==> src/rtl/ram_arb_pkg.sv <==
// Shared types and constants for the data-RAM arbiter: FSM state encoding and access modes.
package ram_arb_pkg;

    typedef enum logic [1:0] {
        IDLE   = 2'd0,
        ACCESS = 2'd1,
        RESP   = 2'd2
    } state_t;

    localparam logic [1:0] MODE_BYTE = 2'b00;
    localparam logic [1:0] MODE_HALF = 2'b01;
    localparam logic [1:0] MODE_WORD = 2'b10;
    localparam logic [1:0] MODE_RSVD = 2'b11;

endpackage

==> src/rtl/ram_align_chk.sv <==
// Combinational alignment check: flags reserved modes and halfword/word accesses that
// are not naturally aligned. One instance per requester port.
module ram_align_chk
    import ram_arb_pkg::*;
(
    input  logic [1:0] mode_i,
    input  logic [1:0] addr_lo_i,
    output logic       err_o
);

    always_comb begin
        err_o = 1'b0;
        case (mode_i)
            MODE_BYTE: err_o = 1'b0;
            MODE_HALF: err_o = addr_lo_i[0];
            MODE_WORD: err_o = (addr_lo_i != 2'b00);
            default:   err_o = 1'b1;
        endcase
    end

endmodule

==> src/rtl/ram_arbiter.sv <==
// Two-port arbiter and three-cycle access sequencer for the shared data RAM.
// Define RAM_ARB_RR_EN for round-robin arbitration; otherwise port 0 has fixed priority.
module ram_arbiter
    import ram_arb_pkg::*;
#(
    parameter int ADDR_WIDTH = 5
) (
    input  logic                  clk,
    input  logic                  clr,
    input  logic                  req0,
    input  logic                  req1,
    input  logic                  we0,
    input  logic                  we1,
    input  logic [1:0]            mode0,
    input  logic [1:0]            mode1,
    input  logic [ADDR_WIDTH-1:0] addr0,
    input  logic [ADDR_WIDTH-1:0] addr1,
    input  logic [31:0]           wdata0,
    input  logic [31:0]           wdata1,
    output logic                  gnt0,
    output logic                  gnt1,
    output logic                  rvalid0,
    output logic                  rvalid1,
    output logic [31:0]           rdata0,
    output logic [31:0]           rdata1,
    output logic                  err0,
    output logic                  err1,
    output logic [ADDR_WIDTH-1:0] ram_addr,
    output logic [31:0]           ram_din,
    output logic [1:0]            ram_mode,
    output logic                  ram_str,
    output logic                  ram_sel,
    input  logic [31:0]           ram_dout
);

    state_t                  state_q, state_d;
    logic                    own_q, we_q, err_q;
    logic [1:0]              mode_q;
    logic [ADDR_WIDTH-1:0]   addr_q;
    logic [31:0]             wdata_q;
    logic                    rvalid0_q, rvalid1_q, err0_q, err1_q;
    logic [31:0]             rdata0_q, rdata1_q;
    logic                    chk_err0, chk_err1;
    logic                    win;   // 0 = port 0 wins this IDLE sample
    logic                    any_req;
    logic [31:0]             rd_val;

    ram_align_chk u_chk0 (.mode_i(mode0), .addr_lo_i(addr0[1:0]), .err_o(chk_err0));
    ram_align_chk u_chk1 (.mode_i(mode1), .addr_lo_i(addr1[1:0]), .err_o(chk_err1));

    assign any_req = req0 | req1;

`ifdef RAM_ARB_RR_EN
    logic last_q;   // port served most recently; reset value lets port 0 win first

    always_comb win = (req0 && req1) ? ~last_q : ~req0;

    always_ff @(posedge clk) begin
        if (clr)
            last_q <= 1'b1;
        else if (state_q == IDLE && any_req)
            last_q <= win;
    end
`else
    always_comb win = ~req0;
`endif

    always_ff @(posedge clk) begin
        if (clr)
            state_q <= IDLE;
        else
            state_q <= state_d;
    end

    // Request latch: only meaningful while ACCESS/RESP, so it carries no reset.
    always_ff @(posedge clk) begin
        if (state_q == IDLE && any_req) begin
            own_q   <= win;
            we_q    <= win ? we1    : we0;
            mode_q  <= win ? mode1  : mode0;
            addr_q  <= win ? addr1  : addr0;
            wdata_q <= win ? wdata1 : wdata0;
            err_q   <= win ? chk_err1 : chk_err0;
        end
    end

    always_comb begin
        state_d  = state_q;
        gnt0     = 1'b0;
        gnt1     = 1'b0;
        ram_addr = '0;
        ram_mode = 2'b00;
        ram_din  = 32'd0;
        ram_sel  = 1'b0;
        ram_str  = 1'b0;
        case (state_q)
            IDLE: begin
                if (any_req)
                    state_d = ACCESS;
            end
            ACCESS: begin
                state_d  = RESP;
                gnt0     = ~own_q;
                gnt1     = own_q;
                ram_addr = addr_q;
                ram_mode = mode_q;
                ram_din  = wdata_q;
                ram_sel  = ~err_q;
                ram_str  = we_q & ~err_q;
            end
            RESP: begin
                state_d  = IDLE;
                ram_addr = addr_q;
                ram_mode = mode_q;
            end
            default: state_d = IDLE;
        endcase
    end

    // Stores and faulted accesses return zero regardless of what the RAM drives.
    assign rd_val = (we_q | err_q) ? 32'd0 : ram_dout;

    always_ff @(posedge clk) begin
        if (clr) begin
            rvalid0_q <= 1'b0;
            rvalid1_q <= 1'b0;
            err0_q    <= 1'b0;
            err1_q    <= 1'b0;
            rdata0_q  <= 32'd0;
            rdata1_q  <= 32'd0;
        end else begin
            rvalid0_q <= 1'b0;
            rvalid1_q <= 1'b0;
            if (state_q == RESP) begin
                if (!own_q) begin
                    rvalid0_q <= 1'b1;
                    err0_q    <= err_q;
                    rdata0_q  <= rd_val;
                end else begin
                    rvalid1_q <= 1'b1;
                    err1_q    <= err_q;
                    rdata1_q  <= rd_val;
                end
            end
        end
    end

    assign rvalid0 = rvalid0_q;
    assign rvalid1 = rvalid1_q;
    assign err0    = err0_q;
    assign err1    = err1_q;
    assign rdata0  = rdata0_q;
    assign rdata1  = rdata1_q;

endmodule
==> config.mk <==
export PLATFORM = sky130hd
export DESIGN_NAME = ram_arbiter
export DESIGN_NICKNAME = d
export VERILOG_FILES = /design/src/rtl/ram_arb_pkg.sv /design/src/rtl/ram_align_chk.sv /design/src/rtl/ram_arbiter.sv
export SDC_FILE = /design/constraint.sdc
export NUM_CORES = 1
export LEC_CHECK = 0
export CAP_MARGIN = 20
export CORE_MARGIN = 2
export CORE_UTILIZATION = 44
export DETAILED_ROUTE_END_ITERATION = 12
export PLACE_DENSITY = 0.94
export SLEW_MARGIN = 20
export SYNTH_ARGS = -nofsm -noshare
export SYNTH_HDL_FRONTEND = slang
export SYNTH_SLANG_ARGS = --single-unit
==> constraint.sdc <==
create_clock -name clk -period 6.7 [get_ports clk]
set_input_delay 1.005 -clock clk [delete_from_list [all_inputs] [get_ports clk]]
set_output_delay 1.005 -clock clk [all_outputs]
set_load 0.01 [all_outputs]
# Word-level counts from Yosys, hierarchy flattened
# Cells that the tools add are included.
dict set report word_totals {
  register_bits 112
  out_inout_bits 111
  input_bits 116
  wordCells 56
}
dict set report op_classes {
  n_eq_ne 7
  muxes 19
  n_reduce_logical 10
  bitwise_logic 7
}
# cell n
set ops {}
lappend ops {{$mux 32} 3}
lappend ops {{$mux 5} 2}
lappend ops {{$mux 1} 8}
lappend ops {{$eq 2x1->1 const B} 3}
lappend ops {{$eq 2x2->1 const B} 3}
lappend ops {{$logic_not 2->1} 3}
lappend ops {{$mux 2} 3}
lappend ops {{$pmux 1 s3} 2}
lappend ops {{$not 1->1} 4}
lappend ops {{$pmux 2 s2} 1}
lappend ops {{$reduce_and 2->1} 2}
lappend ops {{$reduce_bool 2->1} 2}
lappend ops {{$reduce_or 2->1} 2}
lappend ops {{$ne 2x2->1 const B} 1}
lappend ops {{$or 1x1->1} 2}
lappend ops {{$and 1x1->1} 1}
lappend ops {{$logic_and 1x1->1} 1}

# Longest topological paths before layout
dict set report logic_depth {
  word_depth 3
  ltp_mapped 7
  depth_no_buf 5
}

# Modules after synthesis
# From an unflattened synthesis, not the netlist that was laid out.
dict set report hier_totals {
  cells_unflattened 320
  hier_area_um2 4473.0
}
# mod instances cells_each area_each_um2 seq_area_each_um2
set by_module_without_submodules {}
lappend by_module_without_submodules {ram_arbiter 1 314 4445.5 2662.6}
lappend by_module_without_submodules {ram_align_chk 2 3 13.8 0.0}

# Worst setup path before layout
# Ideal clock, no wire load.
dict set report synth_path {
  kind {in2reg}
  start {in req0}
  end {reg addr_q[0] (enable)}
  n_path_buf 2
  setup_slack_ps 3891
  setup_time_ps 402
  path_stages 3
  arrival_time_ps 2406
  t_required_ps 6298
  cell_sequence {buf_2 > buf_2 > o21a_1}
}
dict set report synth_via {
  elab_chain_cells 2
}
# item line
set synth_lines {}
lappend synth_lines {{start: declaration} ram_arbiter.sv:10} ;# input logic req0,
lappend synth_lines {{$or 1x1->1} ram_arbiter.sv:51} ;# assign any_req = req0 | req1;
lappend synth_lines {{$logic_and 1x1->1} ram_arbiter.sv:77} ;# if (state_q == IDLE && any_req) begin
lappend synth_lines {{end signal: assignment} ram_arbiter.sv:81} ;# addr_q <= win ? addr1 : addr0;
lappend synth_lines {{end: declaration} ram_arbiter.sv:39} ;# logic [ADDR_WIDTH-1:0] addr_q;
# No other way between the ends.
# A chain may end at the register's enable or synchronous reset.

# Worst setup path after layout
dict set report layout_path {
  start {reg state_q[1]}
  end {out ram_str}
}
dict set report layout_via {
  elab_chain_cells 2
}
# item line
set layout_lines {}
lappend layout_lines {{start: declaration} ram_arbiter.sv:36} ;# state_t state_q, state_d;
lappend layout_lines {{start signal: assignment} ram_arbiter.sv:72} ;# state_q <= state_d;
lappend layout_lines {{$eq 2x1->1} ram_arbiter.sv:96} ;# case (state_q)
lappend layout_lines {{$mux 1} ram_arbiter.sv:96}
lappend layout_lines {{end: declaration} ram_arbiter.sv:31} ;# output logic ram_str,
# No other way between the ends.

==> run_results.csv <==
group,metric,value,unit
status,status,"finished clean",
place,hpwlAfterDp,9950,um
timing,min_period,3.54,ns
routing,wire_per_inst,17.0,um
timing,slew_viol_final,0,
setup_path,worstSetupStartpointType,"flip-flop",
power_and_ir_drop,ir_drop,0.000112,V
synth,ys_top_cells_by_area,"dfxtp_1 (30%), edfxtp_1 (27%), mux2_2 (9.5%)",
place,io_buffers,226,
floorplanning,die_h,108,um
floorplanning,fp.dieArea,11600,um^2
cts,h-tree-depth,3,
power_and_ir_drop,power_frac_clock,26.5,%
cts,post-cts-setup-buffer-count,0,
routing,ant_nets,0,
routing,routed_via_density,5.28,
cts,clockBufferDepth,2,
timing,hold_viol,0,
place,place_area,6940,um^2
setup_path,rr_worst_depth,3,
setup_path,regToRegSetupSlack,4.87,ns
synth,synth-xor-area-share,0,%
synth,ys.flop_type,"dfxtp_1",
synth,synth_cells,456,
cts,clk_pin_slew_worst_paths,0.10,ns
grt,grt_pass1_wl,20600,um
timing,post-route-period-util,52.8,%
floorplanning,die_x,108,um
setup_path,cp-end-kind,"primary output",
power_and_ir_drop,power.internal,1070,uW
cells_and_area,n_antenna_cell,0,
synth,synth_compound_area_share,7.53,%
timing,setup_viol_count_final,0,
synth,ys_warn_count,0,
setup_path,r2r-end,"we_q$_DFFE_PP_",
synth,synth_top_family_by_area,"simple AND/OR/NAND/NOR gates",
cells_and_area,drive_gt1_share,10.2,%
routing,drtPass1Iterations,5,
cts,cts_root_buffer,"clkbuf_8",
power_and_ir_drop,power_density,206,nW/um^2
grt,antenna_found_initial,0,
timing,setup_ws,3.16,ns
synth,synth_edf_count,42,
power_and_ir_drop,power_leakage,0.00241,uW
hold_path,hp-start,"rdata0[31]$_SDFFE_PP0P_",
synth,synth_cell_types,23,
synth,async_flop_share,0,%
grt,grt_max_degree,71,
hold_path,hold_path_depth,2,
synth,yosysTopAreaCellShare,29.7,%
hold_path,whs_endpoint,"rdata0[31]$_SDFFE_PP0P_",
synth,ys_seq_area_share,56.4,%
hold_path,hp-class,"reg -> reg",
cts,cts.sinks,112,
cts,cts_buffers,9,
grt,gr-usage-all-layers,22.8,%
cts,clk_latency,0.37,ns
cts,cts_tree,"yes",
cells_and_area,stdcell_area,7130,um^2
synth,syn_area,4720,um^2
routing,routed_wl,13600,um
synth,synth_mux_area_share,9.97,%
floorplanning,coreArea,10400,um^2
timing,tns,0,ns
setup_path,crit_path_max_fanout,36,
power_and_ir_drop,combPwrFrac,20.6,%
setup_path,crit_path_cell_trace,"inv_1 -> ha_1 -> nor2b_1 -> and2_1 -> clkdlybuf4s50_1",
timing,fmax,283,MHz
job,maxCapViolations,0,
setup_path,rr_startpoint,"state_q[0]$_SDFFE_PP0P_",
cells_and_area,final_common_cell,"clkdlybuf4s50_1",
routing,via_count,4226,
setup_path,path_class,"reg -> out",
floorplanning,top_level_ports,227,
timing,worstMarginPinSlew,1.01,ns
cells_and_area,n_fill_cell,739,
cells_and_area,nets,780,
timing,rsz0062_at_grt,"false",
power_and_ir_drop,swShare,27.2,%
grt,grt_pass1_vias,4134,
cts,hold_buffers,0,
setup_path,arrival,2.53,ns
synth,yosysTopAreaCell,"dfxtp_1",
floorplanning,start_util,45.5,%
cts,ctsResizeCount,0,
floorplanning,placement_rows,37,
routing,drt-initial-drc-count,310,
power_and_ir_drop,p_sw,399,uW
setup_path,max_stage_delay,0.81,ns
timing,relSlewSlack,32.7,%
synth,syn_area_per_cell,10.3,um^2
cells_and_area,syn_to_final_growth,51.1,%
power_and_ir_drop,seq_power_share,52.9,%
synth,synth_simple_gate_area_share,19.5,%
grt,grt_overflow,0,
cells_and_area,layout_common_cells,"clkdlybuf4s50_1 (224), dfxtp_1 (70), a21oi_1 (68), nand2_1 (68), nand3_1 (64)",
synth,ys_ff_latch,112,
setup_path,required,5.69,ns
timing,clock_skew,0.0124,ns
synth,synth_adder_area_share,1.06,%
setup_path,cp_slowest_cell,"ha_1",
routing,drc_errors,0,
place,place_congestion,0.782,
synth,synth_fp_nets,576,
place,place_ws,3.49,ns
[registers in the layout (all words and copies together) (netlist names)]
name,cells
rdata0,32
rdata1,32
wdata_q,32
addr_q,5
mode_q,2
state_q,2
err0,1
err1,1
err_q,1
own_q,1
rvalid0,1
rvalid1,1
we_q,1
[cells in the mapped netlist (2+ instances only)]
cell,instances
dfxtp_1,70
nand2_1,69
a21oi_1,68
nand3_1,64
and2_1,42
edfxtp_1,42
mux2_2,40
clkbuf_1,11
buf_2,9
buf_6,9
buf_4,8
ha_1,4
nor2_1,4
inv_1,3
nor2b_1,3
mux2i_1,2
nor3_1,2
[power by group through the flow]
stage | Sequential [uW] | Combinational, uW | Clock [uW]
finish | 776 | 303 | 389
detailed placement | 790 | 303 | 0
CTS | 777 | 306 | 395
global placement | 791 | 290 | 0
floorplan | 786 | 141 | 0
global route | 780 | 325 | 422
[layout make-up]
cell class	instances	area, um^2	area share, %
clock inverters	7	62.6	0.877
well taps	136	170	2.39
inverters	3	11.3	0.158
clock buffers	9	124	1.74
multi-input cells	304	1810	25.3
flip-flops and latches	112	2660	37.3
repair buffers	230	2300	32.2
[stage by stage]
step	power, uW	hold slack (ns)	utilization (%)	instances
after global placement	1080	0.442	66.7	784
after CTS	1480	0.464	68.8	801
final	1470	0.464	68.8	801
after detailed placement	1090	0.449	67.0	785
after global routing	1530	0.485	68.8	801
after floorplan	927	0.481	-	456
[kinds of logic (layout without fill, tap and decap cells)]
| family | after synthesis | count (layout) |
|---|---|---|
| muxes | 42 | 42 |
| buffers and inverters | 40 | 249 |
| DFF | 112 | 112 |
| adders and majority gates | 4 | 4 |
| AOI/OAI and AO/OA | 70 | 70 |
| and+or+nand+nor | 188 | 188 |
[worst max path at each step]
stage | start | slack (ns) | endpoint
2_1_floorplan | req0 | 3.89 | addr_q[0]$_DFFE_PP_
3_3_place_gp | state_q[1]$_SDFFE_PP0P_ | 3.71 | ram_str
3_5_place_dp | state_q[1]$_SDFFE_PP0P_ | 3.49 | ram_str
4_1_cts | state_q[1]$_SDFFE_PP0P_ | 3.07 | ram_str
5_1_grt | state_q[1]$_SDFFE_PP0P_ | 2.90 | ram_str
6_report | state_q[1]$_SDFFE_PP0P_ | 3.16 | ram_str
[layer usage]
metal / share of wire, % / wire (um) / GRT usage [%] / up-vias
met2: 49 / 6670 / 39.4 / 253
met1: 38 / 5170 / 26.6 / 1970
met4: 2.0 / 278 / 7.78 / 0
met3: 11 / 1490 / 7.38 / 23
li1: - / - / - / 1980
met5: 0 / 0 / 0 / -
[worst max-delay path: cells and delay by family, from the launching register on]
family	cells	cell delay (ns)
fa+ha+maj	1	0.81
buf+inv	2	0.62
simple gates	2	0.39
flops	1	0.34
No activity file was read; power rests on OpenSTA's default activity.
